### src/rtl/key_fifo.sv
// -----------------------------------------------------------------------------
// key_fifo
//
// Key buffer between the USB-to-ASCII translator and the UART transmitter of
// the serial terminal. The translator cannot be stalled without losing CH9350
// bytes, so bursts of keys are absorbed here. Optionally every CR leaving the
// buffer is followed by an inserted LF.
//
// Ports:
//   i_clk            system clock (12 MHz)
//   i_rst_n          asynchronous active-low reset
//   i_key            key byte from the translator
//   i_key_valid      i_key is valid
//   o_key_ready      block accepts i_key (constant 1 when DROP_WHEN_FULL=1)
//   o_byte           byte to the UART transmitter
//   o_byte_valid     o_byte is valid
//   i_byte_ready     UART accepts o_byte
//   o_count          stored entries (a pending inserted LF is not counted)
//   o_overflow       sticky: at least one key was dropped while full
//   i_clear_overflow synchronous clear of o_overflow
//
// Parameters:
//   DEPTH            FIFO entries, power of two, at least 2
//   CRLF_EXPAND      1: each popped 0x0D is followed by an inserted 0x0A
//   DROP_WHEN_FULL   1: never back-pressure, discard keys arriving while full
//                    0: o_key_ready = !full
// -----------------------------------------------------------------------------
module key_fifo #(
    parameter int DEPTH          = 16,
    parameter bit CRLF_EXPAND    = 1'b1,
    parameter bit DROP_WHEN_FULL = 1'b1
) (
    input  logic                       i_clk,
    input  logic                       i_rst_n,
    input  logic [7:0]                 i_key,
    input  logic                       i_key_valid,
    output logic                       o_key_ready,
    output logic [7:0]                 o_byte,
    output logic                       o_byte_valid,
    input  logic                       i_byte_ready,
    output logic [$clog2(DEPTH):0]     o_count,
    output logic                       o_overflow,
    input  logic                       i_clear_overflow
);

    localparam int AW = $clog2(DEPTH);
    localparam int PW = AW + 1;

    localparam logic [7:0] CHAR_CR = 8'h0D;
    localparam logic [7:0] CHAR_LF = 8'h0A;

    typedef enum logic {
        ST_NORM = 1'b0,
        ST_LF   = 1'b1
    } state_t;

    state_t          state_reg;
    state_t          state_next;
    logic [PW-1:0]   wr_ptr_reg;
    logic [PW-1:0]   rd_ptr_reg;
    logic            overflow_reg;
    logic [7:0]      mem [DEPTH];

    logic            full;
    logic            empty;
    logic            push;
    logic            drop;
    logic            pop;
    logic            xfer;
    logic [7:0]      head_byte;

    // Extra pointer MSB distinguishes full from empty when the addresses match.
    assign full  = (wr_ptr_reg[AW] != rd_ptr_reg[AW]) &&
                   (wr_ptr_reg[AW-1:0] == rd_ptr_reg[AW-1:0]);
    assign empty = (wr_ptr_reg == rd_ptr_reg);

    assign o_key_ready = DROP_WHEN_FULL ? 1'b1 : !full;

    // Full is judged on the registered pointers, so a pop in the same cycle
    // never frees a slot for the arriving key.
    assign push = i_key_valid && o_key_ready && !full;
    assign drop = DROP_WHEN_FULL && i_key_valid && full;

    assign head_byte = mem[rd_ptr_reg[AW-1:0]];

    // Output mux: in LF the inserted byte is presented regardless of the FIFO.
    always_comb begin
        o_byte       = head_byte;
        o_byte_valid = !empty;
        if (state_reg == ST_LF) begin
            o_byte       = CHAR_LF;
            o_byte_valid = 1'b1;
        end
    end

    assign xfer = o_byte_valid && i_byte_ready;

    // Next-state logic; only a transfer in NORM consumes a FIFO entry.
    always_comb begin
        state_next = state_reg;
        pop        = 1'b0;
        case (state_reg)
            ST_NORM: begin
                if (xfer) begin
                    pop = 1'b1;
                    if (CRLF_EXPAND && (head_byte == CHAR_CR)) begin
                        state_next = ST_LF;
                    end
                end
            end
            ST_LF: begin
                if (xfer) begin
                    state_next = ST_NORM;
                end
            end
            default: begin
                state_next = ST_NORM;
            end
        endcase
    end

    always_ff @(posedge i_clk or negedge i_rst_n) begin
        if (!i_rst_n) begin
            state_reg    <= ST_NORM;
            wr_ptr_reg   <= '0;
            rd_ptr_reg   <= '0;
            overflow_reg <= 1'b0;
        end else begin
            state_reg <= state_next;
            if (push) begin
                wr_ptr_reg <= wr_ptr_reg + 1'b1;
            end
            if (pop) begin
                rd_ptr_reg <= rd_ptr_reg + 1'b1;
            end
            // A drop in the same cycle as a clear leaves the flag set.
            if (drop) begin
                overflow_reg <= 1'b1;
            end else if (i_clear_overflow) begin
                overflow_reg <= 1'b0;
            end
        end
    end

    // Storage is not reset; stale contents are never presented because
    // o_byte_valid follows the pointers.
    always_ff @(posedge i_clk) begin
        if (push) begin
            mem[wr_ptr_reg[AW-1:0]] <= i_key;
        end
    end

    assign o_count    = wr_ptr_reg - rd_ptr_reg;
    assign o_overflow = overflow_reg;

endmodule

### config.mk
export PLATFORM = sky130hd
export DESIGN_NAME = key_fifo
export DESIGN_NICKNAME = d
export VERILOG_FILES = /design/src/rtl/key_fifo.sv
export SDC_FILE = /design/constraint.sdc
export NUM_CORES = 1
export LEC_CHECK = 0
export BUFFER_PORTS_ARGS = -buffer_cell sky130_fd_sc_hd__buf_2
export CORE_MARGIN = 5
export CORE_UTILIZATION = 63
export CTS_CLUSTER_DIAMETER = 30
export DETAILED_ROUTE_END_ITERATION = 16
export PLACE_DENSITY = 0.81
export SETUP_SLACK_MARGIN = 0.02
export SYNTH_ARGS = -nofsm -noshare
export SYNTH_HDL_FRONTEND = slang
export SYNTH_SLANG_ARGS = --single-unit
export TNS_END_PERCENT = 1
### constraint.sdc
create_clock -name i_clk -period 6.2 [get_ports i_clk]
set_input_delay 0.31 -clock i_clk [delete_from_list [all_inputs] [get_ports i_clk]]
set_output_delay 0.31 -clock i_clk [all_outputs]
set_load 0.02 [all_outputs]
==> summary.md <==
| Metric | Value |
|---|---|
| Vias in the first global route | `slightly above 3000` |
| Number of synthesized flops with an enable pin | `128` |
| Yosys cell types | `39` |
| Initial antenna violation count | `0` |
| Starting Density | `a little under two thirds` |
| Worst setup startpoint | `rd_ptr_reg[3]` |
| Via/cell ratio | `6.26` |
| CP startpoint kind | `flop` |
| DR WL/cell | `between 20 and 25 um` |
| FF+latch area | `0.00415 mm^2` |
| Crit Path Max Fanout | `17` |
| Synth Cell Area | `0.00577 mm^2` |
| R2R setup slack | `2.83 ns` |
| Clock latency on the worst-skew pair | `around 0.52 ns` |
| Tcrit/Tclk final | `between 50% and 60%` |
| Most frequent cell after synthesis | `edfxtp_1` |
| Final WL | `11500 um` |
| Synth Instances | `about 310` |
| Die Height | `between 100 and 150 um` |
| Placed cells | `437` |
| Fin cells | `roughly 470` |
| Post-synthesis mux area share | `15.1%` |
| Layout cell share with drive strength beyond 1 | `between 20% and 30%` |
| Routed Antenna Nets | `0` |
| First-pass GRT wire length | `17900 um` |
| Row count | `35` |
| Setup Crit Path Kind | `flop to flop` |
| Resized cells post-CTS | `0` |
| Via count | `slightly below 3000` |
| CTS H-tree lvls | `4` |
| Diodes inserted | `0` |
| Remaining Overflow, GRT | `0` |
| RSZ-0062 raised after global routing | `no` |
| Largest net degree at the start of global routing | `39` |
| Final hold viol count | `0` |
| Placer Congestion | `0.774` |
| GRT Util Overall | `22.6%` |
| Clock slew at reported path FFs | `approximately 0.060 ns` |
| Final setup vio count | `0` |
| TritonCTS buffer count | `17` |
| RR Endpoint | `mem[0][3]` |
| Worst Tran Pin Value | `1.18 ns` |
| Hold Buf Count CTS | `3` |
| Synth Area in Compound Gates | `2.26%` |
| Crit path time final | `3.37 ns` |
| Area grow syn2layout | `14.2%` |
| Slew Limit Fails | `0` |
| Ys async rst share | `under 10%` |
| Number of DRC markers in iteration 0 | `between 300 and 400` |
| Clock buffer depth | `2` |
| Main combinational cell family by area after synthesis | `multiplexers` |
| Cell taking the most area after synthesis | `edfxtp_1` |
| IO Pins | `29` |
| Yosys top cell area share | `between 60 and 70%` |
| CTS sink count | `140` |
| PwrDens | `521 mW/mm^2` |
| Root Buffer | `clkbuf_8` |
| Status | `completed` |
| Post-synthesis simple-gate area fraction | `4.60%` |
| Core area | `about 0.0091 mm^2` |
| Hold WC Path Type | `primary input to flop` |
| Top post-synthesis cells by area | `edfxtp_1, mux4_2, dfrtp_1, mux2i_1, ha_1` |
| Slew HR | `21.0%` |
| CP endpoint | `mem[0][3]` |
| Pleak | `2.28 nW` |
| Arrival @ worst endpoint | `between 3 and 4 ns` |
| Synth warn | `0` |
| Die W | `roughly 110 um` |
| Area of the multi-input gates | `0.00152 mm^2` |
| Net count after synthesis | `334` |
| Critical path required time | `6.33 ns` |
| Register area share after synthesis | `71.8%` |
| Syn avg cell area | `18.5 um^2` |
| Max cap viols | `0` |
| Max reg flops | `128` |
| Nets | `roughly 370` |
| DP Wirelength | `7430 um` |
| R2R cell count | `6` |
| TritonCTS clock tree | `built` |
| Setup TNS | `0 ns` |
| Post-Synth Adder-Cell Area | `2.30%` |
| FF+latch count, synth | `140` |
| # port buffers | `27` |
| Synth top cells by count | `edfxtp_1, mux4_2, nor2_1` |
| Die area | `~0.011 mm^2` |
| FF-to-FF Start | `rd_ptr_reg[3]` |
| Fmax | `297 MHz` |
| Top_reg_cell synth | `edfxtp_1` |
| Crit. End Element | `flop` |
| Filler cells | `roughly 500` |
| Setup bufs post-CTS | `0` |
| XOR/XNOR share of the synthesized area | `1.97%` |
| Clock Skew | `0.00748 ns` |
| Overall power | `3.43 mW` |
| TritonRoute pass-1 iters | `4` |
| # DRC | `0` |
| Worst VDD drop | `roughly 340 uV` |
==> critical path: stages (launching register included) <==
cell and delay, ns:
dfrtp_1 0.78, inv_2 0.21, ha_1 0.38, nand4_1 0.14, o21a_1 0.35, nand2_1 0.20, nor3_1 0.93
==> layer usage <==
layer / share of wire (%) / vias up / track usage (%)
met5: 0 / - / 0
met4: 3.2 / 0 / 11.7
met3: 7.1 / 25 / 5.88
met2: 51 / 122 / 36.2
met1: 38 / 1503 / 28.8
li1: - / 1306 / -
==> layout by cell type (no fill, tap or decap), types with 2 or more instances in the layout <==
| cell type | n |
|---|---|
| a211oi_1 | 3 |
| a21o_1 | 2 |
| a21oi_1 | 3 |
| a22oi_1 | 4 |
| and3_1 | 2 |
| buf_2 | 27 |
| buf_4 | 2 |
| clkbuf_16 | 16 |
| clkinv_4 | 3 |
| clkinvlp_4 | 3 |
| dfrtp_1 | 11 |
| dlygate4sd3_1 | 3 |
| edfxtp_1 | 128 |
| ha_1 | 9 |
| inv_1 | 9 |
| inv_6 | 3 |
| inv_8 | 4 |
| mux2_2 | 4 |
| mux2i_1 | 15 |
| mux4_2 | 30 |
| nand2_1 | 16 |
| nand2b_1 | 2 |
| nand3_1 | 3 |
| nand4_1 | 3 |
| nor2_1 | 18 |
| nor2b_1 | 2 |
| nor3_1 | 4 |
| nor3b_1 | 2 |
| o21ai_1 | 2 |
| xnor2_1 | 10 |
| xor2_1 | 3 |
==> metrics by stage <==
| stage | utilization (%) | cell area (um^2) | hold WS (ns) | worst slack [ns] |
|---|---|---|---|---|
| 2_1_floorplan | - | 5770 | 0.0144 | 3.30 |
| 5_1_grt | 72.7 | 6590 | 0.0128 | 2.51 |
| 3_3_place_gp | 66.1 | 5990 | 0.207 | 3.04 |
| 4_1_cts | 72.7 | 6590 | 0.00156 | 2.76 |
| 6_report | 72.7 | 6590 | 0.0232 | 2.83 |
| 3_5_place_dp | 66.1 | 5990 | 0.206 | 2.80 |
==> layout make-up <==
cell class              instances  share of cell area, %
flip-flops and latches        140                   62.9
multi-input cells             147                   23.0
clock buffers                  17                   6.29
repair buffers                 32                   2.74
clock inverters                15                   2.36
well taps                     111                   2.11
inverters                      10                  0.570
==> power by group <==
group / switching (mW) / internal (mW)
Sequential: 0.0950 / 1.16
Clock: 0.414 / 0.547
Combinational: 0.714 / 0.508
==> worst min-delay path by stage <==
stage	start	end	slack, ns	depth (start not counted)
final	i_key_valid	o_overflow	0.02	3
after global routing	i_key_valid	o_overflow	0.01	3
after CTS	i_key_valid	o_overflow	0.002	3
after detailed placement	i_rst_n	wr_ptr_reg[0]	0.21	1
after global placement	i_rst_n	wr_ptr_reg[0]	0.21	1
after floorplan	i_rst_n	o_overflow	0.01	0
==> cell families after synthesis <==
| group | count (synthesis) |
|---|---|
| compound gates | 19 |
| fa+ha+maj | 10 |
| other cells | 1 |
| simple gates | 55 |
| mux | 49 |
| buf+inv | 24 |
| xor+xnor | 13 |
| flops | 140 |
Note: power is estimated with default switching activity, not from simulation.
